File: src/rtl/serial_sub2.sv
// Digit-serial unsigned subtractor: D = A - B, one radix-4 digit per clock, LSB first.
// A start/done handshake frames each operation; results are held until the next completes.
module serial_sub2 #(
  parameter int N = 8
) (
  input  logic         clk,
  input  logic         rst,
  input  logic         start,
  input  logic [N-1:0] A,
  input  logic [N-1:0] B,
  output logic         busy,
  output logic         done,
  output logic [N-1:0] D,
  output logic         bout,
  output logic         zero
);

  localparam int ND = N / 2;
  localparam int CW = (ND > 1) ? $clog2(ND) : 1;
  localparam logic [CW-1:0] LAST = CW'(ND - 1);

  typedef enum logic [1:0] {
    IDLE = 2'd0,
    RUN  = 2'd1,
    DONE = 2'd2
  } state_t;

  state_t         state;
  logic [N-1:0]   areg;
  logic [N-1:0]   breg;
  logic [N-1:0]   pres;
  logic [N-1:0]   pres_nx;
  logic           borrow;
  logic [CW-1:0]  cnt;
  logic [2:0]     t;

  // Digit difference is 3-bit two's complement; bit 2 is the borrow out.
  always_comb begin
    t = {1'b0, areg[1:0]} - {1'b0, breg[1:0]} - {2'b00, borrow};
    pres_nx = pres >> 2;
    pres_nx[N-1 -: 2] = t[1:0];
  end

  always_ff @(posedge clk or posedge rst) begin
    if (rst) begin
      state  <= IDLE;
      busy   <= 1'b0;
      done   <= 1'b0;
      D      <= '0;
      bout   <= 1'b0;
      zero   <= 1'b1;
      borrow <= 1'b0;
      cnt    <= '0;
      areg   <= '0;
      breg   <= '0;
      pres   <= '0;
    end else begin
      done <= 1'b0;
      case (state)
        IDLE, DONE: begin
          if (start) begin
            areg   <= A;
            breg   <= B;
            pres   <= '0;
            borrow <= 1'b0;
            cnt    <= '0;
            busy   <= 1'b1;
            state  <= RUN;
          end else begin
            busy  <= 1'b0;
            state <= IDLE;
          end
        end
        RUN: begin
          areg   <= areg >> 2;
          breg   <= breg >> 2;
          pres   <= pres_nx;
          borrow <= t[2];
          cnt    <= cnt + 1'b1;
          if (cnt == LAST) begin
            D     <= pres_nx;
            bout  <= t[2];
            zero  <= (pres_nx == '0);
            busy  <= 1'b0;
            done  <= 1'b1;
            state <= DONE;
          end
        end
        default: begin
          busy  <= 1'b0;
          state <= IDLE;
        end
      endcase
    end
  end

endmodule
File: config.mk
export PLATFORM = sky130hd
export DESIGN_NAME = serial_sub2
export DESIGN_NICKNAME = d
export VERILOG_FILES = /design/src/rtl/serial_sub2.sv
export SDC_FILE = /design/constraint.sdc
export NUM_CORES = 1
export LEC_CHECK = 0
export ABC_CLOCK_PERIOD_IN_PS = 3300
export BUFFER_PORTS_ARGS = -buffer_cell sky130_fd_sc_hd__buf_2
export CAP_MARGIN = 20
export CORE_MARGIN = 1
export CORE_UTILIZATION = 40
export CTS_CLUSTER_DIAMETER = 80
export DETAILED_ROUTE_END_ITERATION = 8
export SLEW_MARGIN = 20
export SYNTH_ARGS = -nofsm -noshare
export SYNTH_HDL_FRONTEND = slang
export SYNTH_SLANG_ARGS = --single-unit
File: constraint.sdc
create_clock -name clk -period 3.3 [get_ports clk]
set_input_delay 0.33 -clock clk [delete_from_list [all_inputs] [get_ports clk]]
set_output_delay 0.33 -clock clk [all_outputs]
set_load 0.02 [all_outputs]
* Yosys cells after proc, flatten, opt, wreduce, memory -nomap -nowiden
Index checks and enable logic that the tools add are counted.
Storage, ports and cells: output and inout bits 12, flip-flop bits (word level) 41, logic and storage cells 43
Cells by class: reductions and logical operators 6, eq/ne operators 5, add/sub/neg operators 3, mux-type cells 18
Operators by type and width (count):
- one-hot mux 8 bit (2 select lines) | 3
- 2-to-1 mux 8 bit | 3
- zero test 8 bit | 1
- one-hot mux 2 bit (2 select lines) | 2
- 2-to-1 mux 1 bit | 6
- equality test 2 bit, second input constant | 2
- 2-to-1 mux 2 bit | 2
- inequality test 2 bit, second input constant | 2
- one-hot mux 1 bit (2 select lines) | 2
- AND reduction 2 bit | 2
- subtractor 2 x 2 -> 3 bit | 1
- subtractor 3 x 1 -> 3 bit | 1
- adder 2 x 1 -> 2 bit, second input constant | 1
- equality test 2 x 1 -> 1 bit, second input constant | 1
- zero test 2 bit | 1
- nonzero test 2 bit | 1
- OR reduction 2 bit | 1

* Logic depth before layout (Yosys ltp)
depth after elaboration 4, depth in mapped cells 9

* Least setup slack after synthesis
OpenSTA, ideal clock, no wires.
path kind register -> register, start point reg areg[0], end point reg zero, cell stages (with the launch flop) 9, path slack 0.974 ns, period minus slack after synthesis 2.326 ns, buffers on the path 0, data arrival time 2.247 ns, library setup time 0.079 ns, path through dfrtp_1 -> fa_1 -> inv_1 -> ha_1 -> or2_2 -> fa_1 -> nor4_1 -> nand3_1 -> o21ai_0
On the way: cells in the longest elaborated chain, start to end 3
RTL lines:
- from (decl) | line 29 | logic [N-1:0] areg;
- from (signal assigned) | line 75 | areg <= areg >> 2;
- subtractor 2 x 2 -> 3 bit | line 39 | t = {1'b0, areg[1:0]} - {1'b0, breg[1:0]} - {2'b00, borrow};
- subtractor 3 x 1 -> 3 bit | line 39
- named net t[1] | line 35 | logic [2:0] t;
- zero test 8 bit | line 83 | zero <= (pres_nx == '0);
- to (signal assigned) | line 83
- to (decl) | line 15 | output logic zero
The timed path passes the listed nets, and every way through them passes these cells. A chain may end at the register's enable or synchronous reset.

* Worst setup path after layout
Ends and elaborated chain as after synthesis.

==> results by group <==
Floorplanning
  – Full die area: 4440 um2
  – Core area: 4000 um2
  – Row count: 23
  – DIE HEIGHT: about 67 um
  – Top-Level Pins: 31
  – Chip Width: 66.6 um
  – Initial Util: 41.8%

Clock network
  – TritonCTS clock tree: yes
  – Cts hold-fix bufs: 0
  – Worst-path clk slew: 0.08 ns
  – Clk sink count: 39
  – Clock buffer count from CTS: 5
  – H-Tree Depth: 2
  – Root Driver: clkbuf_8
  – Worst-Skew Late Latency: 0.29 ns
  – Post_cts resized: 0
  – Max Buffers Root-to-Sink: 2
  – Postcts setup bufs: 0

Logic synthesis
  – Synth area leaders: dfrtp_1 57%, a22o_1 5.2%, mux2_2 4.7%, o22ai_1 4.5%, nor3_1 3.3%
  – Synth unique cells: 28
  – Simple-gate portion of the synthesized area: 11.8%
  – Area share of fa/ha/maj cells after synthesis: ~4.6%
  – Number of synthesized register bits: 39
  – Syn Area/Cell: 12.5 um2
  – Synth Area in XOR/XNOR: 0.524%
  – Mapped Area: ~1700 um2
  – Post-synthesis compound-gate area fraction: 13.3%
  – Synth area leader: dfrtp_1
  – Largest family of logic cells by synthesized area: compound AO/OA/AOI/OAI gates
  – Syn. warnings: 0
  – Synth Net Count: 158
  – Post-synth top area share: between 50% and 60%
  – Mux contribution to synthesized area: 4.72%
  – Cell count after synthesis: roughly 130
  – Sequential element share of the synthesized area: 58.5%

Pwr
  – PD cells: ~1200 nW/um2
  – Switch Pwr: 0.859 mW
  – Leakage power: roughly 0.95 nW
  – Clock share of power: roughly 21%
  – Sequential Power Share: 36.8%
  – Cell internal pwr: between 1 and 1.5 mW
  – Net Sw Frac: 37.6%
  – Peak VDD IR: 0.413 mV
  – Logic gate share of total power: 42.6%

Final layout
  – Commonest non-fill, non-tap cells in the layout: 38 x dfrtp_1, 30 x buf_2, 12 x o22ai_1
  – N_diodes: 0
  – Nets@finish: 188
  – Commonest non-fill, non-tap cell in the layout: dfrtp_1
  – Synthesis-to-finish area growth: 16.5%
  – Final Non-Filler Cells: 215
  – Share of layout cells above drive strength 1: 30.9%

GRT
  – Initial antenna violation count: 0
  – GRT overflow: 0
  – Number of global-route vias before repair: 1,191
  – GRT Overall Usage: 17.2%
  – Largest net degree at the start of global routing: 40
  – First-pass GRT wire length: approximately 5.6 mm

Run status
  – Status: finished, final reports clean

Drt
  – Initial DRC Count: 38
  – Post-route ant nets: 0
  – Total routed wirelength: 3.13 mm
  – DRC viols: 0
  – Vias: around 1,100
  – Wire per inst: around 15 um
  – First-pass DRT Iterations: 4
  – Via-per-instance ratio: 5.19

STA
  – Rel. slew slack: 50.6%
  – RSZ-0062 raised after global routing: no
  – Final setup viols: 0
  – Max-slew violation total from the final report: 0
  – Period Utilization, post-route: 74.7%
  – Crit path time final: 2.46 ns
  – Final Hold Violating Endpoints: 0
  – Achievable Freq: between 0.4 and 0.5 GHz
  – Slew of the pin with the lowest slew margin: roughly 0.74 ns
  – Clk_skew: 0.00572 ns
  – Setup TNS: 0 ns

Place
  – Gpl congestion: 0.813
  – Inst Count DP: 207
  – DP HPWL: between 2 and 2.5 mm
  – Port Buf Inserts: 30

Critical path
  – Worst EP required: 3.52 ns
  – R2R depth: 8
  – Crit path launch type: flop
  – Critical Path Sink Type: flop
  – Worst-path maximum fanout: 3
  – Critical path class: flop to flop
  – Critical Path AT: 2.68 ns

Flow run
  – Max_cap viols: 0

Hold path
  – Hold Crit Class: input pin to asynchronous set/reset pin
[cell type report]
class                      count  area (um2)
multi-input combinational     79         584
tap                           50        62.6
inverter                       8        30.0
sequential                    39         977
fill                         386        2050
clock buffer                   5        68.8
clock inverter                 3        67.6
timing repair buffer          31         158
[kinds of logic after synthesis]
group | after synthesis
AND/OR/NAND/NOR | 34
adder cells (fa/ha/maj) | 5
multiplexers | 7
flip-flops | 39
AO/OA/AOI/OAI | 32
XOR/XNOR | 1
buffers and inverters | 16
[power groups by stage]
stage                     combinational [mW]  sequential, mW  clock, mW
after floorplan                        0.761           0.898          0
after global placement                 0.952           0.838          0
after detailed placement               0.983           0.852          0
after CTS                              0.988           0.843      0.483
after global routing                    1.11           0.873      0.504
final                                  0.972           0.841      0.471
[cell usage after synthesis]
master	n
and2b_1	1
a22o_1	10
nand3b_4	1
inv_1	8
o21ai_0	5
dfrtp_1	38
nor2_1	10
nand2b_1	2
nand3_1	2
o22ai_1	12
o2bb2ai_1	2
nand2_1	3
xnor2_1	1
nor3_1	11
a21oi_1	2
fa_1	2
dfstp_2	1
or2_2	1
buf_8	1
and2b_4	1
buf_6	4
buf_2	1
mux2_2	7
nor2_8	1
buf_4	2
ha_1	3
o31ai_1	1
nor4_1	1
[per-stage QoR]
step                      total power, mW  setup WS, ns  hold slack, ns  cell area (um2)  utilization (%)
after floorplan                      1.66         0.974           0.456             1670                -
after detailed placement             1.83         0.802           0.464             1810             45.3
final                                2.28         0.836           0.149             1950             48.7
after CTS                            2.31         0.792           0.163             1950             48.7
after global placement               1.79         0.917           0.458             1810             45.3
after global routing                 2.49         0.674           0.191             1950             48.7
[worst max-delay path: stages, from the launching register on]
cell and delay (ns):
dfrtp_1 0.41, fa_1 0.56, inv_1 0.05, ha_1 0.17
or2_2 0.28, fa_1 0.47, nor4_1 0.18, nand3_1 0.10
o21ai_0 0.17
[per-layer routing]
layer,wire [um],vias to the layer above,GRT usage (%)
li1,-,534,-
met1,1450,545,21.0
met2,1490,28,27.4
met3,127,8,5.14
met4,64,0,8.78
met5,0,-,0
[sequential cells by signal (all words and copies together), names as in the netlist]
register  cells
pres          6
borrow        1
breg          8
done          1
bout          1
state         2
zero          1
D             8
areg          8
busy          1
cnt           2
[path summary, 6_finish.rpt]
path,startpoint,slack (ns),end
hold / removal,rst,0.15,areg[7]$_DFFE_PP0P_
setup / recovery,areg[0]$_DFFE_PP0P_,0.84,zero$_DFFE_PP1P_
max in group asynchronous,rst,2.80,zero$_DFFE_PP1P_
min in group clk,A[7],0.26,areg[7]$_DFFE_PP0P_
setup reg to reg,areg[0]$_DFFE_PP0P_,0.84,zero$_DFFE_PP1P_
hold reg to reg,D[6]$_DFFE_PP0P_,0.48,D[6]$_DFFE_PP0P_
Note: power is estimated with default switching activity, not from simulation.
